File: config.mk
export PLATFORM = sky130hd
export DESIGN_NAME = fetch_ctrl
export DESIGN_NICKNAME = d
export VERILOG_FILES = /design/src/rtl/fetch_pkg.sv /design/src/rtl/fetch_fifo.sv /design/src/rtl/fetch_ctrl.sv
export SDC_FILE = /design/constraint.sdc
export NUM_CORES = 1
export LEC_CHECK = 0
export CORE_AREA = 2 2 153 118
export DETAILED_ROUTE_END_ITERATION = 10
export DIE_AREA = 0 0 155 120
export PLACE_DENSITY = 0.9
export SLEW_MARGIN = 5
export SYNTH_ARGS = -nofsm -noshare
export SYNTH_HDL_FRONTEND = slang
export SYNTH_HIERARCHICAL = 1
export SYNTH_SLANG_ARGS = --single-unit
File: constraint.sdc
create_clock -name clk -period 31.3 [get_ports clk]
set_input_delay 4.695 -clock clk [delete_from_list [all_inputs] [get_ports clk]]
set_output_delay 4.695 -clock clk [all_outputs]
set_load 0.01 [all_outputs]
File: src/rtl/fetch_pkg.sv
// Shared types and constants for the instruction-fetch sequencer.
package fetch_pkg;

    localparam int          FETCH_XLEN  = 32;
    localparam int          INSTR_BYTES = 4;
    localparam logic [31:0] NOP_INSTR   = 32'h0000_0013;

    typedef enum logic [1:0] {
        IDLE  = 2'd0,
        RUN   = 2'd1,
        DRAIN = 2'd2
    } fetch_state_e;

    typedef struct packed {
        logic [FETCH_XLEN-1:0] pc;
        logic [FETCH_XLEN-1:0] instr;
    } fetch_entry_t;

endpackage

File: src/rtl/fetch_fifo.sv
// Small synchronous FIFO of fetched {pc, instr} entries; flush discards everything.
module fetch_fifo
    import fetch_pkg::*;
#(
    parameter int DEPTH = 2
) (
    input  logic         clk,
    input  logic         rst_n,
    input  logic         push_i,
    input  logic         pop_i,
    input  logic         flush_i,
    input  fetch_entry_t entry_i,
    output logic         full_o,
    output logic         empty_o,
    output fetch_entry_t head_o
);

    localparam int AW = $clog2(DEPTH);

    // Extra MSB on each pointer tells full from empty when the indices match.
    logic [AW:0]  wr_ptr_q, wr_ptr_d;
    logic [AW:0]  rd_ptr_q, rd_ptr_d;
    fetch_entry_t mem_q [DEPTH];
    logic         do_push, do_pop;

    assign empty_o = (wr_ptr_q == rd_ptr_q);
    assign full_o  = (wr_ptr_q[AW] != rd_ptr_q[AW]) &&
                     (wr_ptr_q[AW-1:0] == rd_ptr_q[AW-1:0]);

    assign do_pop  = pop_i && !empty_o && !flush_i;
    assign do_push = push_i && !flush_i && (!full_o || do_pop);

    always_comb begin
        wr_ptr_d = wr_ptr_q;
        rd_ptr_d = rd_ptr_q;
        if (flush_i) begin
            wr_ptr_d = '0;
            rd_ptr_d = '0;
        end else begin
            if (do_push) wr_ptr_d = wr_ptr_q + 1'b1;
            if (do_pop)  rd_ptr_d = rd_ptr_q + 1'b1;
        end
    end

    always_ff @(posedge clk) begin
        if (!rst_n) begin
            wr_ptr_q <= '0;
            rd_ptr_q <= '0;
        end else begin
            wr_ptr_q <= wr_ptr_d;
            rd_ptr_q <= rd_ptr_d;
        end
    end

    always_ff @(posedge clk) begin
        if (do_push) mem_q[wr_ptr_q[AW-1:0]] <= entry_i;
    end

    assign head_o = mem_q[rd_ptr_q[AW-1:0]];

endmodule

File: src/rtl/fetch_ctrl.sv
// Fetch sequencer: owns the PC, walks instruction memory and buffers {pc, instr} for decode.
module fetch_ctrl
    import fetch_pkg::*;
#(
    parameter int             XLEN       = 32,
    parameter logic [XLEN-1:0] RESET_PC  = '0,
    parameter int             FIFO_DEPTH = 2
) (
    input  logic            clk,
    input  logic            rst_n,
    input  logic            fetch_en,
    output logic [XLEN-1:0] imem_addr,
    input  logic [XLEN-1:0] imem_instr,
    output logic            if_valid,
    input  logic            if_ready,
    output logic [XLEN-1:0] if_instr,
    output logic [XLEN-1:0] if_pc,
    input  logic            redirect_valid,
    input  logic [XLEN-1:0] redirect_pc,
    output logic            busy
);

    fetch_state_e    state_q, state_d;
    logic [XLEN-1:0] pc_q, pc_d;
    fetch_entry_t    hold_q;
    fetch_entry_t    fifo_head, fifo_entry, head_sel;
    logic            fifo_full, fifo_empty;
    logic            push, pop;

    assign if_valid   = !fifo_empty;
    assign pop        = if_valid && if_ready;
    assign push       = (state_q == RUN) && !redirect_valid && (!fifo_full || pop);
    assign fifo_entry = '{pc: pc_q, instr: imem_instr};

    fetch_fifo #(
        .DEPTH (FIFO_DEPTH)
    ) u_fifo (
        .clk     (clk),
        .rst_n   (rst_n),
        .push_i  (push),
        .pop_i   (pop),
        .flush_i (redirect_valid),
        .entry_i (fifo_entry),
        .full_o  (fifo_full),
        .empty_o (fifo_empty),
        .head_o  (fifo_head)
    );

    always_comb begin
        pc_d    = pc_q;
        state_d = state_q;
        if (redirect_valid) begin
            pc_d = {redirect_pc[XLEN-1:2], 2'b00};
            // A redirect while draining abandons the drain outright.
            state_d = (state_q == DRAIN) ? IDLE : state_q;
        end else begin
            if (push) pc_d = pc_q + XLEN'(INSTR_BYTES);
            case (state_q)
                IDLE:    if (fetch_en) state_d = RUN;
                RUN:     if (!fetch_en) state_d = DRAIN;
                DRAIN: begin
                    if (fetch_en)        state_d = RUN;
                    else if (fifo_empty) state_d = IDLE;
                end
                default: state_d = IDLE;
            endcase
        end
    end

    always_ff @(posedge clk) begin
        if (!rst_n) begin
            state_q <= IDLE;
            pc_q    <= RESET_PC;
            hold_q  <= '0;
        end else begin
            state_q <= state_d;
            pc_q    <= pc_d;
            if (!fifo_empty) hold_q <= fifo_head;
        end
    end

    // Head outputs keep the last shown entry once the buffer empties.
    assign head_sel  = fifo_empty ? hold_q : fifo_head;
    assign if_pc     = head_sel.pc;
    assign if_instr  = head_sel.instr;
    assign imem_addr = pc_q;
    assign busy      = (state_q != IDLE) || !fifo_empty;

endmodule
==> results.txt, run 1 <==
num rows: 42
power per standard cell area: 54.1 nW/um^2
# placed instances: 1034
DRC: 0
Worst Setup End Kind: output pin
DR vias/cell: 5.36
Final HPWL DP: 12.0 mm
Clock Path Buffers: 3
Leak: 4.23 nW
cts hold-fix bufs: 0
endpoints failing setup: 0
register area share after synthesis: 63.5%
clk_lat worst skew: 500 ps
CP required: 26610 ps
Initial Util: 53.8%
kind of critical path: reg2out
Post-Route WL: 19.3 mm
PnR worst setup slack: 23000 ps
FMAX: 120 MHz
number of flops mapped to enable cells by yosys: 128
area leader, netlist: edfxtp_1
initial antenna violation count: 0
sw frac: 19.9%
NetSw: 0.127 mW
setup TNS: 0 ps
drt first-iter violations: 401
RSZ-0062 raised after global routing: false
CP max FO: 45
status: complete, no violations
synth top area cells: edfxtp_1, dfxtp_1, mux2_1
pin count of the biggest net entering global routing: 99
Most used DFF post-synth: edfxtp_1
H-tree depth: 1
post_cts resized: 0
gr ovfl total: 0
arrival time worst endpoint: 3610 ps
part of the power in registers: 51.4%
yosys warns: 6
clock sinks: 229
layout cells sized above 1: 13.9%
Layout Cells excl Fill: 1074
P_int: 0.513 mW
fin crit period: 8300 ps
clock power share: 42.6%
Reg clk slew, reported paths: 60 ps
CP startpoint kind: flip-flop
fin nets: 908
Routed Antenna Nets: 0
die width: 155 microns
Worst Skew: 8.76 ps
PortBufs: 162
synthesized flop and latch total: 229
Post-Place Setup Slack: 23440 ps
synthesized area per cell: 13.7 sq um
GRT Total Usage: 21.1%
Filler Cell Count: 1188
WL/cell: 17.9 microns
Die ar.: 18600 sq um
Final period util: 26.5%
CTS root buf: clkbuf_16
total core area: 17200 sq um
Synth cell types: 45
Worst-Margin Slew: 969 ps
Syn Inst Count: 677
fin. max-slew vios: 0
Num CTS Buffers: 22
TritonCTS clock tree: yes
1st-pass router iterations: 4
vias: 5756
die span in y: 120 microns
Comb pwr share: 6.0%
Async S/R FF share, synth: 0%
first-pass GRT wire length: 30.9 mm
number of global-route vias before repair: 6018
Max-cap violations: 0
Synth top area share: 41.6%
Top Ports: 167
HP Class: reg2reg
Layout Utilization: 68.8%
Syn Std Cell Area: 9240 sq um
relative slew slack: 35.4%
Area Overhead vs Synth: 27.9%
antenna cells: 0
Worst VDD drop: 0.0530 mV
Final Hold Fails: 0
GP Congestion: 0.773
number of post-CTS setup repair buffers: 0
## worst max-delay path: stages (launching register included)
cell and delay [ps]:
dfxtp_1 350, xnor2_2 340, nor2b_4 680, buf_4 690
inv_1 170, or3_1 340, clkdlybuf4s50_1 520
## per-layer routing
| layer | vias to the layer above | wire [microns] | share of wire, % | GRT usage (%) |
|---|---|---|---|---|
| met5 | - | 0 | 0 | 0 |
| met4 | 0 | 397 | 2.1 | 5.27 |
| met3 | 39 | 1350 | 7.0 | 4.77 |
| met2 | 170 | 8980 | 47 | 35.2 |
| met1 | 2801 | 8530 | 44 | 28.3 |
| li1 | 2746 | - | - | - |
## cell type report
type	count	area (sq um)	area share (%)
sequential	229	5870	49.7
clock buffer	37	698	5.91
clock inverter	3	63.8	0.540
timing repair buffer	169	1670	14.1
multi-input combinational	404	3200	27.1
inverter	12	45.0	0.381
tap	220	275	2.33
## cells by family after synthesis
kind of cell	synth area share, %
compound gates	5.16
xor+xnor	2.64
fa+ha+maj	0.135
buf+inv	2.37
flops	63.5
mux	16.0
other cells	0.0406
simple gates	10.1
## Yosys cell counts, types with 11 or more instances
cell type	number
clkbuf_1	22
nand4_1	12
mux2_2	64
and2_1	74
xor2_1	18
mux2_1	65
edfxtp_1	128
dfxtp_1	101
nand2_1	34
inv_1	12
a21oi_1	19
o21ai_0	37
nand3_1	11
## flip-flops by register name, indices dropped and copies added, names as in the netlist, named ones only
name             cells
u_fifo/mem_q       128
hold_q              64
imem_addr           30
state_q              2
u_fifo/rd_ptr_q      2
u_fifo/wr_ptr_q      2
## cells in the final DEF, fill, tap and decap left out, types with 2 or more instances in the layout
cell and count:
nor3_1 2, a21oi_1 18, o21ai_0 37, xor2_1 18
mux2_2 64, nor2_1 9, dfxtp_1 100, nand2_1 34
or2_0 2, inv_1 12, clkbuf_8 7, nand3_2 4
nand4_1 12, edfxtp_1 128, xnor2_1 8, mux2_1 65
or3_1 3, clkbuf_1 7, and2_1 74, buf_4 7
nand2b_1 3, nand3_1 11, a211oi_1 5, conb_1 6
clkdlybuf4s50_1 161, a31oi_1 5, clkbuf_16 23, bufinv_16 2
a2111oi_4 2, mux2i_1 3
## final timing paths
kind	cells after the start	endpoint	start	slack [ps]
max	6	busy	u_fifo/rd_ptr_q[1]$_SDFFE_PP0P_	23000
min	2	u_fifo/rd_ptr_q[1]$_SDFFE_PP0P_	u_fifo/wr_ptr_q[1]$_SDFFE_PP0P_	540
max reg2reg	9	u_fifo/mem_q[0][31]$_DFFE_PP_	u_fifo/wr_ptr_q[0]$_SDFFE_PP0P_	27010
min reg2reg	2	u_fifo/rd_ptr_q[1]$_SDFFE_PP0P_	u_fifo/wr_ptr_q[1]$_SDFFE_PP0P_	540
## metrics by stage
stage / area, sq um / power [mW] / hold slack, ps
4_1_cts: 11800 / 0.645 / 541
3_3_place_gp: 11100 / 0.373 / 524
2_1_floorplan: 9260 / 0.351 / 509
6_report: 11800 / 0.640 / 542
3_5_place_dp: 11100 / 0.374 / 530
5_1_grt: 11800 / 0.660 / 551
## power groups by stage
stage / Clock, mW / Sequential [mW] / Combinational (mW)
6_report: 0.272 / 0.329 / 0.0387
5_1_grt: 0.289 / 0.330 / 0.0421
4_1_cts: 0.277 / 0.329 / 0.0391
3_5_place_dp: 0 / 0.335 / 0.0387
3_3_place_gp: 0 / 0.335 / 0.0378
2_1_floorplan: 0 / 0.335 / 0.0158
Note: power is estimated with default switching activity, not from simulation.
==> inputs of run 2 (changes only) <==
Settings changed: CORE_AREA 2 2 153 118 to 2 2 165 127, DIE_AREA 0 0 155 120 to 0 0 167 129, PLACE_DENSITY 0.9 to 0.83.
Clock period 31.3 ns to 6.7 ns, I/O delays scaled along.
==> run 2 against run 1 <==
Net effect:
- power grew to 4.5 times the previous value
- register-to-register slack worse by 24000 ps
- sequential share of layout area up 0.18 points
- via count shrank 0.56%
- utilization fell by 9.5 points
- sequential power increased to 4.7 times the previous value
- critical path depth unchanged
- clock skew is 7.9 ps higher
- hold slack better by 2.4 ps
- critical path type unchanged
- critical endpoint unchanged
- largest cell class unchanged
==> results.txt, run 2 (synthesis results as in run 1) <==
relative slew slack: 19.8%
1st-pass router iterations: 4
endpoints failing setup: 0
fin nets: 909
arrival time worst endpoint: 3190 ps
Worst-Margin Slew: 1200 ps
Routed Antenna Nets: 0
HP Class: reg2reg
Crit-path slowest cell: buf_4
status: complete, no violations
layout cells sized above 1: 13.6%
Die ar.: 21500 sq um
most common cell after layout, fill and taps aside: clkdlybuf4s50_1
first-pass GRT wire length: 30.2 mm
RSZ-0062 raised after global routing: false
Layout Utilization: 59.3%
DRC: 0
Top Ports: 167
Clock Path Buffers: 3
Area Overhead vs Synth: 27.4%
CP bufs+invs: 3
Register Area: 5870 sq um
DR vias/cell: 5.15
Worst Skew: 16.6 ps
worst-path cell chain: xor2_1 > nor2b_4 > buf_4 > inv_1 > or3_1 > clkdlybuf4s50_1
GRT Total Usage: 17.8%
WL/cell: 17.3 microns
Num CTS Buffers: 23
die width: 167 microns
fin. max-slew vios: 0
antenna cells: 0
gr ovfl total: 0
Reg clk slew, reported paths: 60 ps
clk_lat worst skew: 500 ps
pin count of the biggest net entering global routing: 99
Leak: 4.18 nW
number of post-CTS setup repair buffers: 0
fin crit period: 4190 ps
PortBufs: 162
H-tree depth: 1
Filler Cell Count: 1601
vias: 5724
Hold Crit Depth: 2
GP Congestion: 0.803
Final HPWL DP: 12.0 mm
Initial Util: 46.5%
Reg2Reg Depth: 8
area of the multi-input gates: 3210 sq um
cts hold-fix bufs: 0
total core area: 19900 sq um
kind of critical path: reg2out
clock sinks: 229
critical path depth: 6
Final Hold Fails: 0
post_cts resized: 0
Max-cap violations: 0
setup TNS: 0 ps
drt first-iter violations: 268
TritonCTS clock tree: yes
Worst Setup End Kind: output pin
power per standard cell area: 242 nW/um^2
number of global-route vias before repair: 5719
num rows: 45
commonest non-fill, non-tap cells in the layout: clkdlybuf4s50_1, edfxtp_1, dfxtp_1
CP required: 5690 ps
CTS root buf: clkbuf_16
Max stage delay on crit path: 770 ps
CP startpoint kind: flip-flop
die span in y: 129 microns
CP max FO: 66
initial antenna violation count: 0
FMAX: 239 MHz
Worst VDD drop: 0.151 mV
Post-Route WL: 19.2 mm
Largest register FFs: 128
Final period util: 62.6%
CP top delay family: buffers and inverters
## run 2: layer usage
metal | up-vias | part of all wire, % | wire length, microns | global-route usage [%]
met5 | - | 0 | 0 | 0
met1 | 2775 | 45 | 8590 | 23.9
met2 | 168 | 47 | 9020 | 29.7
met4 | 0 | 2.0 | 378 | 4.51
met3 | 29 | 6.4 | 1230 | 3.75
li1 | 2752 | - | - | -
## run 2: final cells by class
cell class,instances,share of cell area (%)
inverter,12,0.382
tap,258,2.74
multi-input combinational,404,27.3
clock buffer,33,5.29
clock inverter,6,0.297
timing repair buffer,169,14.2
sequential,229,49.8
## run 2: final timing paths
check / from / end / slack, ps
max: u_fifo/wr_ptr_q[0]$_SDFFE_PP0P_ / busy / 2510
min: u_fifo/wr_ptr_q[1]$_SDFFE_PP0P_ / u_fifo/rd_ptr_q[1]$_SDFFE_PP0P_ / 540
max reg2reg: u_fifo/wr_ptr_q[0]$_SDFFE_PP0P_ / u_fifo/mem_q[1][35]$_DFFE_PP_ / 3000
min reg2reg: u_fifo/wr_ptr_q[1]$_SDFFE_PP0P_ / u_fifo/rd_ptr_q[1]$_SDFFE_PP0P_ / 540
## run 2: power by group
group | leakage, nW | internal (mW) | switching, mW
clock | 0.319 | 0.644 | 0.492
combinational | 1.88 | 0.104 | 0.0759
sequential | 1.98 | 1.51 | 0.0285
## run 2: worst reg2reg max path, delay by kind of cell, from the launching register on
family / cells / cell delay (ps)
compound gates: 2 / 1100
flops: 1 / 560
buf+inv: 1 / 480
simple gates: 4 / 880
xor+xnor: 1 / 320
## run 2: stage by stage
step                      area (sq um)  hold WS (ps)  power, mW  setup WS [ps]  instances
after detailed placement         11100           534       1.75           2380       1072
after CTS                        11800           541       2.89           2470       1111
after global routing             11800           562       2.96           2300       1111
final                            11800           545       2.85           2510       1111
after global placement           11100           515       1.74           2390       1072
after floorplan                   9270           509       1.64            308        682
